**src/rtl/dac_play_sched.sv**
```systemverilog
// dac_play_sched: playback scheduler for the I2S DAC serializer.
// Fetches one 16-bit sample per stereo frame from sample memory, paced by
// the falling edge of daclrc. Applies speed control (skip in fast mode,
// repeat in slow mode), play/pause/stop, and drives the serializer's
// data/data_en sample input.
module dac_play_sched #(
   parameter int ADDR_W      = 20,
   parameter int SYNC_STAGES = 2
) (
   input  logic              clk,
   input  logic              rst,
   input  logic              daclrc,
   input  logic              start,
   input  logic              stop,
   input  logic              pause,
   input  logic [3:0]        speed,
   input  logic [ADDR_W-1:0] end_addr,
   output logic              mem_req,
   output logic [ADDR_W-1:0] mem_addr,
   input  logic              mem_ack,
   input  logic [15:0]       mem_rdata,
   output logic [15:0]       data,
   output logic              data_en,
   output logic              busy,
   output logic              done,
   output logic              underrun
);

   typedef enum logic [1:0] {
      S_IDLE,
      S_WAIT,
      S_FETCH
   } state_t;

   state_t state;
   state_t state_nxt;

   logic [SYNC_STAGES-1:0] lrc_sync;
   logic                   lrc_hist;
   logic                   frame_tick;

   // One extra address bit so that stepping past end_addr can never wrap
   // back into the valid range.
   logic [ADDR_W:0] addr;
   logic [ADDR_W:0] addr_step;
   logic [ADDR_W:0] addr_nxt;
   logic            past_end;

   logic [2:0]  factor;
   logic [2:0]  rep_cnt;
   logic [2:0]  rep_load;
   logic [15:0] sample_q;

   // Bring daclrc into the clk domain and keep one cycle of history for
   // edge detection.
   always_ff @(posedge clk or negedge rst) begin
      if (!rst) begin
         lrc_sync <= '0;
         lrc_hist <= 1'b0;
      end else begin
         lrc_sync <= {lrc_sync[SYNC_STAGES-2:0], daclrc};
         lrc_hist <= lrc_sync[SYNC_STAGES-1];
      end
   end

   // A left frame starts when the synchronized LR clock falls.
   assign frame_tick = lrc_hist & ~lrc_sync[SYNC_STAGES-1];

   // A speed factor of zero behaves like normal speed.
   assign factor = (speed[2:0] == 3'd0) ? 3'd1 : speed[2:0];

   // Slow mode walks every address; fast mode skips ahead by the factor.
   assign addr_step = speed[3] ? {{ADDR_W{1'b0}}, 1'b1}
                               : {{(ADDR_W-2){1'b0}}, factor};
   assign addr_nxt  = addr + addr_step;
   assign past_end  = addr > {1'b0, end_addr};

   // Extra plays of each fetched sample in slow mode; a one-sample clip is
   // played exactly once regardless of the factor.
   assign rep_load = (speed[3] && (end_addr != '0)) ? (factor - 3'd1) : 3'd0;

   // State register.
   always_ff @(posedge clk or negedge rst) begin
      if (!rst) begin
         state <= S_IDLE;
      end else begin
         state <= state_nxt;
      end
   end

   // Next-state selection: stop beats start, start beats frame/ack events.
   always_comb begin
      state_nxt = state;
      if (stop) begin
         state_nxt = S_IDLE;
      end else if (start) begin
         state_nxt = S_WAIT;
      end else begin
         case (state)
            S_WAIT: begin
               if (frame_tick && !pause && (rep_cnt == 3'd0)) begin
                  state_nxt = past_end ? S_IDLE : S_FETCH;
               end
            end
            S_FETCH: begin
               if (mem_ack) begin
                  state_nxt = S_WAIT;
               end
            end
            default: begin
               state_nxt = state;
            end
         endcase
      end
   end

   // Status output decoded from the state.
   always_comb begin
      busy = (state != S_IDLE);
   end

   // Playback datapath: address, repeat count, memory request and the
   // registered sample interface. Repeats replay the last fetched sample,
   // so silence inserted by pause never leaks into a repeat.
   always_ff @(posedge clk or negedge rst) begin
      if (!rst) begin
         addr     <= '0;
         rep_cnt  <= 3'd0;
         sample_q <= 16'h0000;
         data     <= 16'h0000;
         data_en  <= 1'b0;
         done     <= 1'b0;
         mem_req  <= 1'b0;
         mem_addr <= '0;
         underrun <= 1'b0;
      end else begin
         data_en <= 1'b0;
         done    <= 1'b0;
         if (stop) begin
            mem_req <= 1'b0;
         end else if (start) begin
            mem_req  <= 1'b0;
            addr     <= '0;
            rep_cnt  <= 3'd0;
            underrun <= 1'b0;
         end else begin
            case (state)
               S_WAIT: begin
                  if (frame_tick) begin
                     if (pause) begin
                        data    <= 16'h0000;
                        data_en <= 1'b1;
                     end else if (rep_cnt != 3'd0) begin
                        data    <= sample_q;
                        data_en <= 1'b1;
                        rep_cnt <= rep_cnt - 3'd1;
                     end else if (past_end) begin
                        done <= 1'b1;
                     end else begin
                        mem_req  <= 1'b1;
                        mem_addr <= addr[ADDR_W-1:0];
                     end
                  end
               end
               S_FETCH: begin
                  if (frame_tick) begin
                     underrun <= 1'b1;
                  end
                  if (mem_ack) begin
                     data     <= mem_rdata;
                     sample_q <= mem_rdata;
                     data_en  <= 1'b1;
                     mem_req  <= 1'b0;
                     addr     <= addr_nxt;
                     rep_cnt  <= rep_load;
                  end
               end
               default: begin
                  mem_req <= 1'b0;
               end
            endcase
         end
      end
   end

endmodule
```
**config.mk**
```make
export PLATFORM = sky130hd
export DESIGN_NAME = dac_play_sched
export DESIGN_NICKNAME = d
export VERILOG_FILES = /design/src/rtl/dac_play_sched.sv
export SDC_FILE = /design/constraint.sdc
export NUM_CORES = 1
export LEC_CHECK = 0
export ABC_AREA = 1
export BUFFER_PORTS_ARGS = -buffer_cell sky130_fd_sc_hd__clkbuf_2
export CORE_MARGIN = 1
export CORE_UTILIZATION = 26
export CTS_BUF_LIST = sky130_fd_sc_hd__clkbuf_2
export DETAILED_ROUTE_END_ITERATION = 10
export PLACE_DENSITY_LB_ADDON = 0.25
export SYNTH_ARGS = -nofsm -noshare
export SYNTH_HDL_FRONTEND = slang
export SYNTH_SLANG_ARGS = --single-unit
```
**constraint.sdc**
```tcl
create_clock -name clk -period 2.4 [get_ports clk]
set_clock_uncertainty 0.05 [all_clocks]
set_input_delay 0.12 -clock clk [delete_from_list [all_inputs] [get_ports clk]]
set_output_delay 0.12 -clock clk [all_outputs]
set_load 0.02 [all_outputs]
```
==> run summary, run 1 <==
most common library cells after synthesis - nand2_1, dfrtp_1, inv_1, nor2_1, nand3_1
Hold Crit Class - primary input to flip-flop
power density cells - 673.3 mW/mm^2
worst-path fanout max - 6
Die H - 138.2 um
Worst slew margin - 55.15%
gr busiest metal - met2
Final nets - 814
HPWL after DPL - 9761 um
period utilization - 90.05%
DRC viols - 8
Seq/Total Area, Yosys - 44.10%
WP data required - 2.87 ns
Final Cell Area - 0.006102 mm^2
Synth Cell Area - 0.004823 mm^2
CP Class - flip-flop to flip-flop
prevailing post-synth register cell - dfrtp_1
Core Footprint - 0.01809 mm^2
status - complete, but fails checks
Synth Instances - 598
H-tree depth - 3
crit-path leading delay family - simple AND/OR/NAND/NOR gates
Worst Path Arrival - 2.63 ns
IO Port Bufs - 87
Synth top area share - 44.10%
Die ar. - 0.01910 mm^2
yosys synthesis warning count - 0
CTS tree - built
total power - 0.004109 W
failing checks - DRC
Routed Antenna Nets - 0
final setup fails - 0
FF+latch area - 0.002127 mm^2
TritonCTS buffer count - 9
CTS root buffer - clkbuf_2
met1 GRT Util - 20.32%
fillcell total - 1923
CTS clk-pin slew, worst paths - 0.24 ns
# rows - 49
M2 GR Usage - 22.23%
met3 usage - 2.598%
Tmin final - 2.161 ns
vias per cell - 4.374
clk_lat worst skew - 0.59 ns
library cells used by synthesis - 41
count leader, synth - nand2_1
Fmax achieved - 0.4627 GHz
Max-Cap Viols - 0
max-slew violation total from the final report - 0
Setup crit end kind - flip-flop
RePlAce Congestion - 0.8329
P&R area growth vs syn - 26.51%
DRT Pass-1 Iters - 7
first-pass GRT wire length - 21710 um
largest net degree at the start of global routing - 56
IO Pins - 88
number of synthesized flops with an enable pin - 0
placed instance area - 0.005670 mm^2
RSZ-0062 raised after global routing - false
die width - 138.2 um
area leader, netlist - dfrtp_1
VDD IR max - 0.2278 mV
ratio of cells with drive above 1 in the final layout - 22.27%
slowest stage cell, crit path - dfrtp_1
routed len/inst - 13.54 um
number of global-route vias before repair - 4209
largest stage delay on the critical path - 0.43 ns
DRT iter0 DRCs - 207
ranking of synthesized cells by area - dfrtp_1, nand2_1, ha_1, nand3_1, inv_1
Mean Syn Cell Area - 8.066 um^2
worst hold slack - 0.06299 ns
crit path buf inv count - 1
grt total ovfl - 0
initial antenna violation count - 1
Worst Tran Pin Value - 0.6706 ns
GRT Util Overall - 14.42%
crit-path cells - ha_1, inv_1, fa_1, nor2_1, o21ai_1, nor3_1, nand2_2, nor2_4, nand2_1, a21oi_1
multi-input logic area - 0.002310 mm^2
Pleak - 3.144 nW
# clock sinks - 85
crit start category - flip-flop
vias - 4247
Initial Utilization - 26.67%
post-synthesis async set-or-reset flop share - 100.0%
WL final - 13150 um
Yosys reg bits - 85
Fin Setup TNS - 0 ns
post-synth net total - 675
Clock Path Buffers - 2
final hold violations - 0
==> cell usage in the layout, fill, tap and decap left out, types with 3 or more instances in the layout <==
cell / Yosys / final
nand3_1: 59 / 59
nor3_2: 3 / 3
clkinv_2: 1 / 3
a21oi_1: 19 / 19
inv_1: 70 / 70
clkbuf_2: 0 / 96
buf_12: 0 / 3
nand2_2: 5 / 5
ha_1: 29 / 29
nand4_1: 8 / 8
o21ai_0: 17 / 16
dlygate4sd3_1: 0 / 29
nor3_1: 16 / 16
buf_4: 4 / 27
xor2_1: 3 / 3
nor2_1: 62 / 62
dfrtp_1: 85 / 85
a31oi_1: 16 / 16
o21ai_1: 2 / 3
nand2_1: 148 / 148
mux2_2: 13 / 13
==> worst register-to-register path: stages, from the launching register on <==
cell     delay, ns
dfrtp_1       0.43
ha_1          0.18
inv_1         0.05
fa_1          0.39
nor2_1        0.19
o21ai_1       0.14
nor3_1        0.20
nand2_2       0.15
nor2_4        0.12
nand2_1       0.05
a21oi_1       0.14
==> cell families (layout without fill, tap and decap cells) <==
group	Yosys count	after routing	share of synthesized area (%)
buffers and inverters	93	235	8.353
AO/OA/AOI/OAI	62	62	7.497
AND/OR/NAND/NOR	310	311	28.17
flip-flops	85	85	44.10
other	0	1	0
XOR/XNOR	5	5	0.9081
multiplexers	13	13	3.035
adder cells (fa/ha/maj)	30	30	7.938
==> sequential cells by signal (all words and copies together) (netlist names) <==
name / cells
underrun: 1
done: 1
state: 2
data_en: 1
lrc_hist: 1
mem_req: 1
data: 16
lrc_sync: 2
mem_addr: 20
sample_q: 16
addr: 21
rep_cnt: 3
==> routing by layer <==
metal | up-vias | wire length (um) | part of all wire [%]
li1 | 2228 | - | -
met1 | 1940 | 6743 | 51
met2 | 68 | 5765 | 44
met3 | 11 | 467 | 3.6
met4 | 0 | 172 | 1.3
met5 | - | 0 | 0
==> repair_timing <==
item | in CTS | in global routing
hold buffers | 30 | 0
setup endpoints to repair | 0 | 13
setup buffers | 0 | 0
resized for setup | 0 | 2
endpoints found under the hold margin | 136 | 0
==> worst paths after layout <==
kind / from / end / slack [ns] / cells past startpoint
min: end_addr[18] / rep_cnt[1] / 0.06 / 7
max in group asynchronous: rst / data[0] / 1.46 / 4
min reg2reg: lrc_sync[0] / lrc_sync[1] / 0.34 / 0
min in group asynchronous: rst / addr[6] / 0.50 / 4
max: addr[0] / addr[14] / 0.24 / 10
max reg2reg: addr[0] / addr[14] / 0.24 / 10
==> through the flow <==
step,instances,worst slack (ns),util [%]
after floorplan,598,0.4691,-
after CTS,969,0.1748,33.64
after detailed placement,924,0.1812,31.35
after global routing,971,0.03638,33.74
final,971,0.2388,33.74
after global placement,924,0.2081,31.35
==> report_power, final <==
part / switching, W / leakage [nW] / internal [W]
sequential: 0.000179 / 1.13 / 0.00177
combinational: 0.000846 / 1.95 / 0.000575
clock: 0.000509 / 0.0692 / 0.000234
==> cell type report <==
class | instances | area share (%)
clock inverter | 5 | 0.8612
timing repair buffer | 145 | 16.12
clock buffer | 10 | 0.8202
antenna | 1 | 0.04101
tap | 229 | 4.696
multi-input combinational | 421 | 37.85
inverter | 75 | 4.757
sequential | 85 | 34.86
(Power assumes the default switching activity.)
==> run 2, diff against run 1 <==
- HOLD_SLACK_MARGIN: default -> 0.15
==> run summary, run 2 (same netlist as run 1, synthesis figures left out) <==
period utilization - 90.20% (+0.15 points)
commonest non-fill, non-tap cells in the layout - nand2_1, clkbuf_2, dfrtp_1
largest stage delay on the critical path - 0.43 ns (about the same)
Routed Antenna Nets - 0 (unchanged)
Hold Crit Class - primary input to flip-flop
Die ar. - 0.01910 mm^2 (unchanged)
Reg2Reg Setup Slack - 0.24 ns (about the same)
routed len/inst - 13.51 um (-0.26%)
Max-Cap Viols - 0 (unchanged)
ratio of cells with drive above 1 in the final layout - 22.12% (-0.15 points)
Worst Tran Pin Value - 0.6656 ns (-0.005021 ns)
Core Footprint - 0.01809 mm^2 (unchanged)
H-tree depth - 3 (unchanged)
Fin Setup TNS - 0 ns (unchanged)
CTS clk-pin slew, worst paths - 0.24 ns (about the same)
Initial Utilization - 26.67% (unchanged)
Post-CTS Repair Setup Buffers - 0 (unchanged)
max reg flops - 21 (unchanged)
vias - 4276 (+0.68%)
P&R area growth vs syn - 27.55%
Pleak - 3.166 nW (+0.71%)
CTS root buffer - clkbuf_2
VDD IR max - 0.2281 mV (+0.13%)
crit path buf inv count - 1 (unchanged)
# rows - 49 (unchanged)
GRT Util Overall - 14.47% (+0.053 points)
TritonCTS buffer count - 9 (unchanged)
slowest stage cell, crit path - dfrtp_1
Worst Path Arrival - 2.63 ns (about the same)
max-slew violation total from the final report - 0 (unchanged)
clk_lat worst skew - 0.58 ns (about the same)
Die H - 138.2 um (unchanged)
CP Class - flip-flop to flip-flop
vias per cell - 4.381 (+0.17%)
final hold violations - 0 (unchanged)
initial antenna violation count - 1 (unchanged)
WP data required - 2.87 ns (about the same)
status - complete, but fails checks
number of global-route vias before repair - 4239 (+0.71%)
worst-path fanout max - 6 (unchanged)
Worst slew margin - 55.49% (+0.34 points)
IO Port Bufs - 87 (unchanged)
RePlAce Congestion - 0.8329 (unchanged)
DRT iter0 DRCs - 207 (unchanged)
largest register by flop count - addr
IO Pins - 88 (unchanged)
crit-path leading delay family - simple AND/OR/NAND/NOR gates
commonest non-fill, non-tap cell in the layout - nand2_1
failing checks - DRC
placed instance area - 0.005670 mm^2 (unchanged)
die width - 138.2 um (unchanged)
first-pass GRT wire length - 21820 um (+0.47%)
Clock Path Buffers - 2 (unchanged)
DRC viols - 8 (unchanged)
RSZ-0062 raised after global routing - false
crit-path cells - ha_1, inv_1, fa_1, nor2_1, o21ai_1, nor3_1, nand2_2, nor2_4, nand2_1, a21oi_1
CTS tree - built
Setup crit end kind - flip-flop
power density cells - 668.5 mW/mm^2 (-0.71%)
fillcell total - 1920 (-0.16%)
HPWL after DPL - 9761 um (unchanged)
WL final - 13180 um (+0.26%)
Tmin final - 2.165 ns (+0.003602 ns)
top flop regs - addr x21, mem_addr x20
Fmax achieved - 0.4619 GHz (-0.17%)
grt total ovfl - 0 (unchanged)
# clock sinks - 85 (unchanged)
Final nets - 819 (+0.61%)
final setup fails - 0 (unchanged)
Final Cell Area - 0.006152 mm^2 (+0.82%)
crit start category - flip-flop
largest net degree at the start of global routing - 56 (unchanged)
DRT Pass-1 Iters - 9 (+2)
run 2: repair_timing:
| item | 4_1_cts | 5_1_grt |
|---|---|---|
| endpoints found under the setup margin | 0 | 13 |
| hold buffers | 35 | 0 |
| gates resized for setup | 0 | 2 |
| hold endpoints to repair | 163 | 0 |
run 2: power by group:
| group | switching [W] | leakage [nW] | internal, W |
|---|---|---|---|
| sequential | 0.000179 | 1.13 | 0.00177 |
| clock | 0.000506 | 0.0692 | 0.000234 |
| combinational | 0.000846 | 1.97 | 0.000581 |
run 2: through the flow:
step / total power (W) / util (%) / hold WS [ns] / cells / setup slack (ns)
after CTS: 0.004157 / 33.91 / 0.2190 / 974 / 0.1748
final: 0.004113 / 34.02 / 0.2633 / 976 / 0.2352
after detailed placement: 0.003344 / 31.35 / 0.05785 / 924 / 0.1812
after global placement: 0.003329 / 31.35 / 0.05862 / 924 / 0.2081
after global routing: 0.004432 / 34.02 / 0.2369 / 976 / 0.03638
after floorplan: 0.002884 / - / -0.2256 / 598 / 0.4691
run 2: tightest hold or removal path: stages:
cell	delay, ns
dlygate4sd3_1	0.54
clkbuf_2	0.11
nand2_1	0.05
a31oi_1	0.07
run 2: routing by layer:
metal / part of all wire, % / GRT usage, %
met1: 51 / 20.36
met2: 44 / 22.42
met3: 3.5 / 2.529
met4: 1.3 / 4.908
met5: 0 / 0
run 2: worst paths after layout:
check                              start          end  depth (start not counted)
max                              addr[0]     addr[14]                         10
min                        mem_rdata[10]     data[10]                          4
max reg2reg                      addr[0]     addr[14]                         10
min reg2reg                  lrc_sync[0]  lrc_sync[1]                          0
max in group asynchronous            rst      data[0]                          4
min in group asynchronous            rst      addr[6]                          4
run 2: final cells by class:
class	instances	area [um^2]	area share (%)
Sequential cell	85	2127	34.57
Clock inverter	5	52.55	0.8542
Clock buffer	10	50.05	0.8135
Multi-Input combinational cell	421	2310	37.54
Inverter	75	290.3	4.718
Timing Repair Buffer	150	1033	16.80
Tap cell	229	286.5	4.657
Antenna cell	1	2.502	0.04068
==> run 3, diff against run 2 <==
- CORE_UTILIZATION: 26 -> 55
==> run summary, run 3 (same netlist as run 1, synthesis figures left out) <==
vias per cell - 5.409 (+23%)
top flop regs - addr x21, mem_addr x20
Diodes inserted - 0 (-1)
worst hold slack - 0.2336 ns (-0.02969 ns)
r2r startpoint - rep_cnt[0]
DRC viols - 0 (-8)
Initial Utilization - 57.83% (+31 points)
final setup fails - 0 (unchanged)
GRT Util Overall - 28.11% (+14 points)
P&R area growth vs syn - 24.10%
commonest non-fill, non-tap cells in the layout - nand2_1, clkbuf_2, dfrtp_1
H-tree depth - 3 (unchanged)
CTS root buffer - clkbuf_2
status - completed
period utilization - 95.30% (+5.1 points)
Worst slew margin - 54.76% (-0.73 points)
Core Footprint - 0.008341 mm^2 (-54%)
RePlAce Congestion - 0.8916 (+7.0%)
hold depth - 4 (unchanged)
vias - 4560 (+6.6%)
Hold Crit Class - primary input to flip-flop
routed len/inst - 14.30 um (+5.9%)
sequential share of power - 46.3% (-1.0 points)
VDD IR max - 0.4664 mV (+100%)
Fin Setup TNS - 0 ns (unchanged)
die width - 95.65 um (-31%)
Tmin final - 2.287 ns (+0.1225 ns)
Final nets - 810 (-1.1%)
first-pass GRT wire length - 19750 um (-9.5%)
final hold violations - 0 (unchanged)
Sw Share - 38.45% (+1.2 points)
DRT iter0 DRCs - 241 (+16%)
Reg-to-Reg End - data[3]
internal power - 0.002610 W (+1.1%)
Die H - 95.65 um (-31%)
CP Class - flip-flop to flip-flop
clk_lat worst skew - 0.58 ns (about the same)
number of global-route vias before repair - 4447 (+4.9%)
min-delay src - mem_rdata[5]
Setup crit end kind - flip-flop
power density cells - 708.4 mW/mm^2 (+6.0%)
Reg2Reg Setup Slack - 0.11 ns (-0.12 ns)
Die ar. - 0.009148 mm^2 (-52%)
Clock Path Buffers - 2 (unchanged)
TritonCTS buffer count - 9 (unchanged)
IO Port Bufs - 87 (unchanged)
Gate power share - 34.1% (-0.6 points)
CTS clk-pin slew, worst paths - 0.29 ns (+0.05 ns)
# clock sinks - 85 (unchanged)
Hold Path End - data[5]
Pleak - 3.116 nW (-1.6%)
crit start category - flip-flop
ratio of cells with drive above 1 in the final layout - 21.00% (-1.1 points)
total power - 0.004240 W (+3.1%)
largest register by flop count - addr
Psw - 0.001630 W (+6.5%)
# rows - 33 (-33%)
R2R depth - 9 (-1)
WP data required - 2.80 ns (-0.07 ns)
commonest non-fill, non-tap cell in the layout - nand2_1
DRT Pass-1 Iters - 5 (-4)
worst-path fanout max - 16 (+10)
HPWL after DPL - 8362 um (-14%)
Max-Cap Viols - 0 (unchanged)
clock share of power - 19.7% (+1.7 points)
WL final - 12060 um (-8.6%)
Worst Tran Pin Value - 0.6765 ns (+0.01090 ns)
Worst Path Arrival - 2.68 ns (+0.05 ns)
initial antenna violation count - 0 (-1)
CTS tree - built
Fmax achieved - 0.4372 GHz (-5.4%)
IO Pins - 88 (unchanged)
grt total ovfl - 0 (unchanged)
max reg flops - 21 (unchanged)
largest net degree at the start of global routing - 46 (-18%)
Routed Antenna Nets - 0 (unchanged)
max-slew violation total from the final report - 0 (unchanged)
## run 3: worst max-delay path, stage by stage, from the launching register on
cell	delay [ns]
dfrtp_1	0.44
inv_1	0.10
ha_1	0.15
inv_1	0.04
nor3_1	0.24
inv_1	0.11
a21oi_1	0.52
nor3_4	0.22
nor2_1	0.21
a31oi_1	0.08
## run 3: how the worst max path moves through the flow
stage | end | from | depth (start not counted)
after CTS | rep_cnt[1] | state[0] | 9
after global routing | data[3] | rep_cnt[0] | 9
after global placement | addr[18] | speed[1] | 15
after floorplan | addr[8] | addr[0] | 11
after detailed placement | addr[14] | speed[1] | 13
final | data[3] | rep_cnt[0] | 9
## run 3: area by class of cell
| class | count | area, um^2 |
|---|---|---|
| flip-flops and latches | 85 | 2127 |
| repair buffers | 141 | 978.4 |
| clock buffers | 9 | 45.04 |
| well taps | 105 | 131.4 |
| inverters | 75 | 290.3 |
| fillers | 688 | 2355 |
| clock inverters | 7 | 86.33 |
| multi-input cells | 421 | 2327 |
## run 3: timing repair
item / 4_1_cts / 5_1_grt
resized for setup: 0 / 5
hold buffers: 40 / 0
hold endpoints to repair: 159 / 0
setup endpoints to repair: 0 / 19
setup buffers: 0 / 0
## run 3: power by group through the flow
stage | sequential [W] | combinational [W] | clock (W)
after floorplan | 0.00215 | 0.000733 | 0
after global placement | 0.00197 | 0.00128 | 0
after detailed placement | 0.00199 | 0.00134 | 0
after CTS | 0.00196 | 0.00140 | 0.000841
after global routing | 0.00201 | 0.00163 | 0.000900
final | 0.00196 | 0.00144 | 0.000834
## run 3: metal layers
metal,part of all wire [%],global-route usage [%],vias to the layer above
met5,0,0,-
li1,-,-,2222
met3,6.2,5.024,33
met2,48,46.73,164
met4,3.0,12.06,0
met1,43,35.93,2141
## run 3: metrics by stage
step                utilization, %  setup WS, ns  std cells  cell area, um^2
finish                       71.77        0.1127        843             5986
global route                 71.77      -0.01457        843             5986
detailed placement           64.87        0.1599        786             5410
global placement             64.87        0.2594        786             5410
floorplan                        -        0.4691        598             4823
CTS                          71.36       0.04246        842             5952
